[config.mk]
export PLATFORM = sky130hd
export DESIGN_NAME = dnn_result_collector
export DESIGN_NICKNAME = d
export VERILOG_FILES = /design/src/rtl/dnn_result_collector.sv
export SDC_FILE = /design/constraint.sdc
export NUM_CORES = 1
export LEC_CHECK = 0
export CAP_MARGIN = 25
export CORE_MARGIN = 8
export CORE_UTILIZATION = 45
export DETAILED_ROUTE_END_ITERATION = 7
export PLACE_DENSITY_LB_ADDON = 0.08
export SYNTH_ARGS = -nofsm -noshare
export SYNTH_HDL_FRONTEND = slang
export SYNTH_SLANG_ARGS = --single-unit
[constraint.sdc]
create_clock -name clk -period 5.1 [get_ports clk]
set_input_delay 1.275 -clock clk [delete_from_list [all_inputs] [get_ports clk]]
set_output_delay 1.275 -clock clk [all_outputs]
set_load 0.02 [all_outputs]
[src/rtl/dnn_result_collector.sv]
// Pairs the two DNN output-layer scores and computes argmax, score and margin.
// Results queue in a small FIFO and leave on a valid/ready interface.
module dnn_result_collector #(
   parameter int W     = 17,
   parameter int DEPTH = 4
) (
   input  logic                       clk,
   input  logic                       rst,
   input  logic [W-1:0]               out0,
   input  logic [W-1:0]               out1,
   input  logic                       out0_ready,
   input  logic                       out1_ready,
   output logic                       res_valid,
   input  logic                       res_ready,
   output logic                       res_class,
   output logic [W-1:0]               res_score,
   output logic [W:0]                 res_margin,
   output logic [$clog2(DEPTH+1)-1:0] fifo_count,
   output logic                       err_ovf,
   output logic                       err_sync
);

   localparam int AW = $clog2(DEPTH);
   localparam int CW = $clog2(DEPTH+1);

   logic [W-1:0]  hold0, hold1;
   logic          have0, have1;
   logic          pair, sync_hit;
   logic [W-1:0]  a0, a1;
   logic [W:0]    diff;
   logic          n_class;
   logic [W-1:0]  n_score;
   logic [W:0]    n_margin;

   logic          mem_cls [DEPTH];
   logic [W-1:0]  mem_sc  [DEPTH];
   logic [W:0]    mem_mg  [DEPTH];
   logic [AW-1:0] rd_ptr, wr_ptr, rd_nx;
   logic          full, pop, push;

   // Incoming values take priority; a held half fills the missing side.
   always_comb begin
      pair = 1'b0;
      a0   = out0;
      a1   = out1;
      if (out0_ready && out1_ready) begin
         pair = 1'b1;
      end else if (out0_ready && have1) begin
         pair = 1'b1;
         a1   = hold1;
      end else if (out1_ready && have0) begin
         pair = 1'b1;
         a0   = hold0;
      end
   end

   assign sync_hit =
      (out0_ready && out1_ready && (have0 || have1)) ||
      (out0_ready && !out1_ready && !have1 && have0) ||
      (out1_ready && !out0_ready && !have0 && have1);

   assign diff     = {a0[W-1], a0} - {a1[W-1], a1};
   assign n_class  = diff[W];
   assign n_score  = n_class ? a1 : a0;
   assign n_margin = diff[W] ? (~diff + 1'b1) : diff;

   assign res_valid = (fifo_count != '0);
   assign full      = (fifo_count == CW'(DEPTH));
   assign pop       = res_valid && res_ready;
   assign push      = pair && (!full || pop);
   assign rd_nx     = rd_ptr + 1'b1;

   always_ff @(posedge clk or posedge rst) begin
      if (rst) begin
         hold0 <= '0;
         hold1 <= '0;
         have0 <= 1'b0;
         have1 <= 1'b0;
      end else if (pair) begin
         have0 <= 1'b0;
         have1 <= 1'b0;
      end else begin
         if (out0_ready) begin
            hold0 <= out0;
            have0 <= 1'b1;
         end
         if (out1_ready) begin
            hold1 <= out1;
            have1 <= 1'b1;
         end
      end
   end

   always_ff @(posedge clk) begin
      if (push) begin
         mem_cls[wr_ptr] <= n_class;
         mem_sc[wr_ptr]  <= n_score;
         mem_mg[wr_ptr]  <= n_margin;
      end
   end

   always_ff @(posedge clk or posedge rst) begin
      if (rst) begin
         rd_ptr     <= '0;
         wr_ptr     <= '0;
         fifo_count <= '0;
         err_ovf    <= 1'b0;
         err_sync   <= 1'b0;
      end else begin
         if (push) wr_ptr <= wr_ptr + 1'b1;
         if (pop)  rd_ptr <= rd_nx;
         if (push && !pop)
            fifo_count <= fifo_count + 1'b1;
         else if (pop && !push)
            fifo_count <= fifo_count - 1'b1;
         if (pair && full && !pop) err_ovf <= 1'b1;
         if (sync_hit) err_sync <= 1'b1;
      end
   end

   // Head registers track the entry at rd_ptr; they hold when the FIFO empties.
   always_ff @(posedge clk or posedge rst) begin
      if (rst) begin
         res_class  <= 1'b0;
         res_score  <= '0;
         res_margin <= '0;
      end else if (pop && fifo_count > CW'(1)) begin
         res_class  <= mem_cls[rd_nx];
         res_score  <= mem_sc[rd_nx];
         res_margin <= mem_mg[rd_nx];
      end else if (push && (pop || !res_valid)) begin
         res_class  <= n_class;
         res_score  <= n_score;
         res_margin <= n_margin;
      end
   end

endmodule

=== Word level (Yosys, flattened, before mapping) ===
Memories as Yosys holds them, arrays and structs flattened.
Cells that the tools add are included.

* Register bits: 81
* Bits in writable memories: 144
* Input port bits: 39
* Output and inout port bits: 42
* Word-level logic and storage cells: 87
* Memories kept: 3

{| class="wikitable"
|+ Memories
! memory !! words !! bits a word !! rd ports !! clocked after memory_dff !! wr ports !! RTL line !! source
|-
| mem_mg || 4 || 18 || 1 || 0 || 1 || 37 || <nowiki>logic [W:0] mem_mg [DEPTH];</nowiki>
|-
| mem_sc || 4 || 17 || 1 || 0 || 1 || 36 || <nowiki>logic [W-1:0] mem_sc [DEPTH];</nowiki>
|-
| mem_cls || 4 || 1 || 1 || 0 || 1 || 35 || <nowiki>logic mem_cls [DEPTH];</nowiki>
|}

* Add/sub/neg operators: 6
* Magnitude comparators: 1
* Equality and inequality tests: 1
* Muxes and demuxes: 24
* Bitwise logic cells: 2
* Reduce and logical (&&, ||, !) cells: 38

{| class="wikitable"
|+ Operators by type and width
! operator !! number
|-
| $mux W17 || 8
|-
| $mux W18 || 3
|-
| $add A18 B1 Y18 const B || 1
|-
| $logic_and A1 B1 Y1 || 18
|-
| $not A18 Y18 || 1
|-
| $sub A17 B17 Y18 || 1
|-
| $mux W1 || 11
|-
| $logic_not A1 Y1 || 8
|-
| $reduce_bool A2 Y1 || 4
|-
| $mux W3 || 2
|-
| $logic_or A1 B1 Y1 || 5
|-
| $add A2 B1 Y2 const B || 2
|-
| $reduce_and A2 Y1 || 2
|-
| $add A3 B1 Y3 const B || 1
|-
| $eq A3 B3 Y1 const B || 1
|-
| $gt A3 B1 Y1 const B || 1
|-
| $reduce_bool A3 Y1 || 1
|-
| $sub A3 B1 Y3 const B || 1
|-
| $not A1 Y1 || 1
|}

=== Depth between registers and ports, before layout ===
Gate-level depths: netlist of the first run.

* Depth after elaboration: 10
* Depth in mapped cells: 19
* Gate-level depth less buffers: 15

=== Least setup slack after synthesis of the first run ===
Ideal clock, no wire load.

* Path type: input to register
* Start point: input out0_ready
* End point: memory mem_mg[0][5] (netlist name), data pin
* Library setup time: 269 ps
* Arrival time: 5057 ps
* Data required time: 4831 ps
* Slack: -227 ps
* Cell stages on the path: 18
* Path buffers: 5
* Cell sequence: clkbuf_1 > nand3b_1 > clkbuf_1 > clkbuf_1 > mux2i_1 > inv_1 > ha_1 > buf_2 > a211oi_2 > o21bai_1 > nor2b_1 > nor3_2 > a21oi_1 > o21a_2 > inv_1 > buf_2 > a21oi_1 > or2_2

* Elaborated cells between the ends (all ways): 10
* Those cells by class: add/sub: 2; mux: 5; bitwise: 1; reduce/logical: 2

{| class="wikitable"
|+ RTL lines
! item !! RTL line !! source
|-
| start, declared || 11 || <nowiki>input logic out0_ready,</nowiki>
|-
| $logic_and A1 B1 Y1 || 48 || <nowiki>end else if (out0_ready && have1) begin</nowiki>
|-
| $mux W17 || 48 ||
|-
| $mux W17 || 46 || <nowiki>if (out0_ready && out1_ready) begin</nowiki>
|-
| $sub A17 B17 Y18 * || 62 || <nowiki>assign diff = {a0[W-1], a0} - {a1[W-1], a1};</nowiki>
|-
| net diff[17] || 30 || <nowiki>logic [W:0] diff;</nowiki>
|-
| $mux W18 * || 65 || <nowiki>assign n_margin = diff[W] ? (~diff + 1'b1) : diff;</nowiki>
|-
| net n_margin[5] || 33 || <nowiki>logic [W:0] n_margin;</nowiki>
|-
| end, declared || 37 ||
|}

The timed path passes the listed nets; every way through them passes the cells marked *.

=== Worst setup path in the final report of the first run ===
* Start point: input out0_ready
* End point: register res_margin[15]

* Cells in the longest elaborated chain, start to end: 9
* Elaborated cells between the ends (all ways): 17
* Those cells by class: add/sub: 2; mux: 9; bitwise: 1; reduce/logical: 5

{| class="wikitable"
|+ Ends and longest elaborated chain
! item !! RTL line !! source
|-
| $logic_and A1 B1 Y1 || 48 ||
|-
| $mux W17 || 48 ||
|-
| $mux W17 || 46 ||
|-
| $sub A17 B17 Y18 || 62 ||
|-
| $not A18 Y18 || 65 ||
|-
| $add A18 B1 Y18 || 65 ||
|-
| $mux W18 || 65 ||
|-
| $mux W18 || 131 || <nowiki>end else if (push && (pop || !res_valid)) begin</nowiki>
|-
| $mux W18 || 127 || <nowiki>end else if (pop && fifo_count > CW'(1)) begin</nowiki>
|-
| end signal, assigned || 130 || <nowiki>res_margin <= mem_mg[rd_nx];</nowiki>
|-
| end signal, assigned || 134 || <nowiki>res_margin <= n_margin;</nowiki>
|-
| end, declared || 17 || <nowiki>output logic [W:0] res_margin,</nowiki>
|}

Several ways; a longest one is shown, not always the timed one. The select of a mux whose other input is x is not followed.
A chain may end at the register's enable or synchronous reset.

==> results of run 1 <==
## worst max-delay path, stage by stage
cell             delay [ns]
clkdlybuf4s50_1        0.55
nand3b_1               0.18
buf_12                 0.17
mux2i_1                0.40
inv_1                  0.15
ha_1                   0.31
nand2b_1               0.09
a21o_1                 0.19
buf_4                  0.15
a21o_1                 0.18
a221oi_1               0.43
and4bb_1               0.26
and4_4                 0.18
buf_4                  0.13
a21oi_2                0.22
mux2i_1                0.13
a221o_1                0.28
## through the flow
step	hold slack (ns)	std cells	worst slack, ns
after floorplan	0.477	792	0.117
after global placement	0.437	1228	-0.200
after detailed placement	0.443	1228	-0.324
after global routing	0.467	1272	0.0183
after CTS	0.457	1272	0.213
final	0.457	1272	0.212
## worst paths after layout
| kind | startpoint | endpoint | slack (ns) | depth (start not counted) |
|---|---|---|---|---|
| max | out0_ready | res_margin[15] | 0.21 | 17 |
| min | err_ovf | err_ovf | 0.46 | 1 |
| max reg2reg | have1 | res_margin[15] | 1.08 | 16 |
| min reg2reg | err_ovf | err_ovf | 0.46 | 1 |
| max in group asynchronous | rst | res_class | 3.19 | 3 |
| min in group asynchronous | rst | have1 | 1.03 | 2 |
## power by group
part           leakage, nW  total [mW]  switching (mW)  internal, mW
clock network        0.367        1.63           0.701         0.926
registers             2.27        2.68           0.205          2.48
logic                 2.60        2.49            1.34          1.15
total                 5.23        6.79            2.24          4.55
## state kept, by name, indices dropped and copies added (netlist names), 2 cells and up
name	count
mem_mg	72
mem_sc	68
res_margin	18
hold0	17
hold1	17
res_score	17
mem_cls	4
fifo_count	3
rd_ptr	2
wr_ptr	2
## final cells by class
| type | instances | share of cell area |
|---|---|---|
| sequential | 225 | 0.482 |
| inverter | 28 | 0.00807 |
| multi-input combinational | 501 | 0.317 |
| clock inverter | 12 | 0.00484 |
| timing repair buffer | 155 | 0.106 |
| clock buffer | 32 | 0.0510 |
| tap | 319 | 0.0303 |
## placed cells by master (no fill, tap or decap), types with 3 or more instances in the layout
master,instances
edfxtp_1,144
buf_4,72
or3_1,4
and2_1,7
nand2_1,48
o21ai_0,36
xor2_1,6
inv_1,27
dfrtp_1,80
a211oi_1,4
mux2i_1,53
a21oi_1,58
nor3_1,12
nand3b_1,3
clkinv_2,9
clkbuf_1,5
nor2b_1,8
o21bai_1,3
ha_1,28
o21a_1,4
a21boi_0,4
clkbuf_16,25
nor2_1,39
mux2_2,36
a21o_1,16
a31oi_1,4
nor3b_1,6
nand3_1,11
mux4_2,36
a22o_1,5
and3_1,8
xnor2_1,14
buf_12,3
or2_2,6
nand2b_1,7
clkdlybuf4s50_1,80
## layer usage
| metal | global-route usage | share of wire |
|---|---|---|
| met5 | 0 | 0 |
| met4 | 0.0397 | 0.015 |
| met3 | 0.0251 | 0.043 |
| met2 | 0.301 | 0.48 |
| met1 | 0.251 | 0.47 |
## cell families after synthesis
kind of cell / Yosys count / synth area share
DFF: 225 / 0.589
and+or+nand+nor: 172 / 0.0818
AOI/OAI and AO/OA: 153 / 0.0877
muxes: 125 / 0.162
buffers and inverters: 66 / 0.0253
adders and majority gates: 29 / 0.0344
xor gates and xnor gates: 22 / 0.0196
==> impl_metrics.toml, run 1 <==
[global_route]
groute.usage.overall = 0.181
grt_overflow = 0
antenna_found_initial = 0
grt_pass1_vias = 7463
grt_max_degree = 43
grt_pass1_wl_um = 41500

[cells_and_area]
antenna_cells = 0
multi_input_area_um2 = 4180
finish.instance_area_um2 = 13200
n_fill_cell = 1930
utilization = 0.561
fin_nets = 1003
syn_to_final_growth_pct = 22.2
drive_gt1_frac = 0.217
seq_area_um2 = 6350

[run_status]
status = "finished, final reports clean"

[synth]
yosys_most_used_dff = "edfxtp_1"
synth_edf_count = 144
synth_most_common_cell = "edfxtp_1"
syn-instance-count = 792
syn_nets = 860
synth_seq_area_share = 0.589
async_flop_share = 0.360
yosys.area.top_type = "edfxtp_1"
syn_area_um2 = 10800
synth.avg_cell_area_um2 = 13.6
synth_top_cell_area_share = 0.401
synthTopCellsByCount = "edfxtp_1 (144), dfrtp_1 (81), a21oi_1 (58), mux2i_1 (53), nand2_1 (48)"
ys_seq_elements = 225
synth_area_leaders = "edfxtp_1 (40%), dfrtp_1 (19%), mux4_2 (7.5%)"
synth.distinct_cells = 60
yosys_warnings = 0

[timing]
finalHoldViolCount = 0
min_period_over_period = 0.958
tightest_slew_ns = 0.815
slew_viol_final = 0
min_period_ns = 4.89
slew_headroom = 0.457
fin_skew_ns = 0.00778
rsz0062_at_grt = "no"
fin_tns_setup_ns = 0
finalSetupViolations = 0
fmax_ghz = 0.205

[clock_network]
cts_buffers = 24
cts.path.max_buffers = 3
clk_root_buffer_cell = "clkbuf_16"
post_cts_buffers = 0
cts_tree = "yes"
cts_resized = 0
cts_hold_buf = 0
clkTransAtPathRegs_ns = 0.06
clk_latency_ns = 0.52
cts_max_level = 1
cts.sinks = 225

[setup_path]
critPathMaxFanout = 14
crit_type = "primary input to flip-flop"
crit_required_ns = 5.50
start_kind = "primary input"
crit_path_end_kind = "flip-flop"
worstPathArrival_ns = 5.29

[route]
dr.pass1.iters = 6
wl_per_cell_um = 20.3
drc = 0
final_antenna_net_count = 0
initialDrtViolationCount = 483
wl_um = 25800
vias = 6949
viasPerCell = 5.46

[floorplanning]
rows = 56
dieArea_um2 = 29200
io_pins = 81
initial_core_util = 0.459
dieWidth_um = 171
die_h_um = 171
coreArea_um2 = 23500

[power]
p_leak_nw = 5.23
vdd_drop_max_mv = 0.364
power_mw = 6.79
p_per_area_nw_per_um2 = 516

[placement]
hpwl_um = 17800
routabilityCongestion = 0.850
io_buffers = 80
dpl-instance-area_um2 = 12400

[min_path]
hp-class = "flip-flop to flip-flop"

[flow_run]
drv_cap = 0
Note: power is estimated with default switching activity, not from simulation.
==> inputs of run 2 (changes only) <==
CAP_MARGIN = 20   (was 25)
GPL_ROUTABILITY_DRIVEN = 0   (was unset)
==> results of run 2 <==
The final DEF is identical to that of run 1; final timing and power are the same.
==> inputs of run 3 (changes only) <==
CTS_CLUSTER_DIAMETER = 120   (was unset)
SLEW_MARGIN = 20   (was unset)
==> results of run 3 <==
The final DEF is identical to that of run 1; final timing and power are the same.
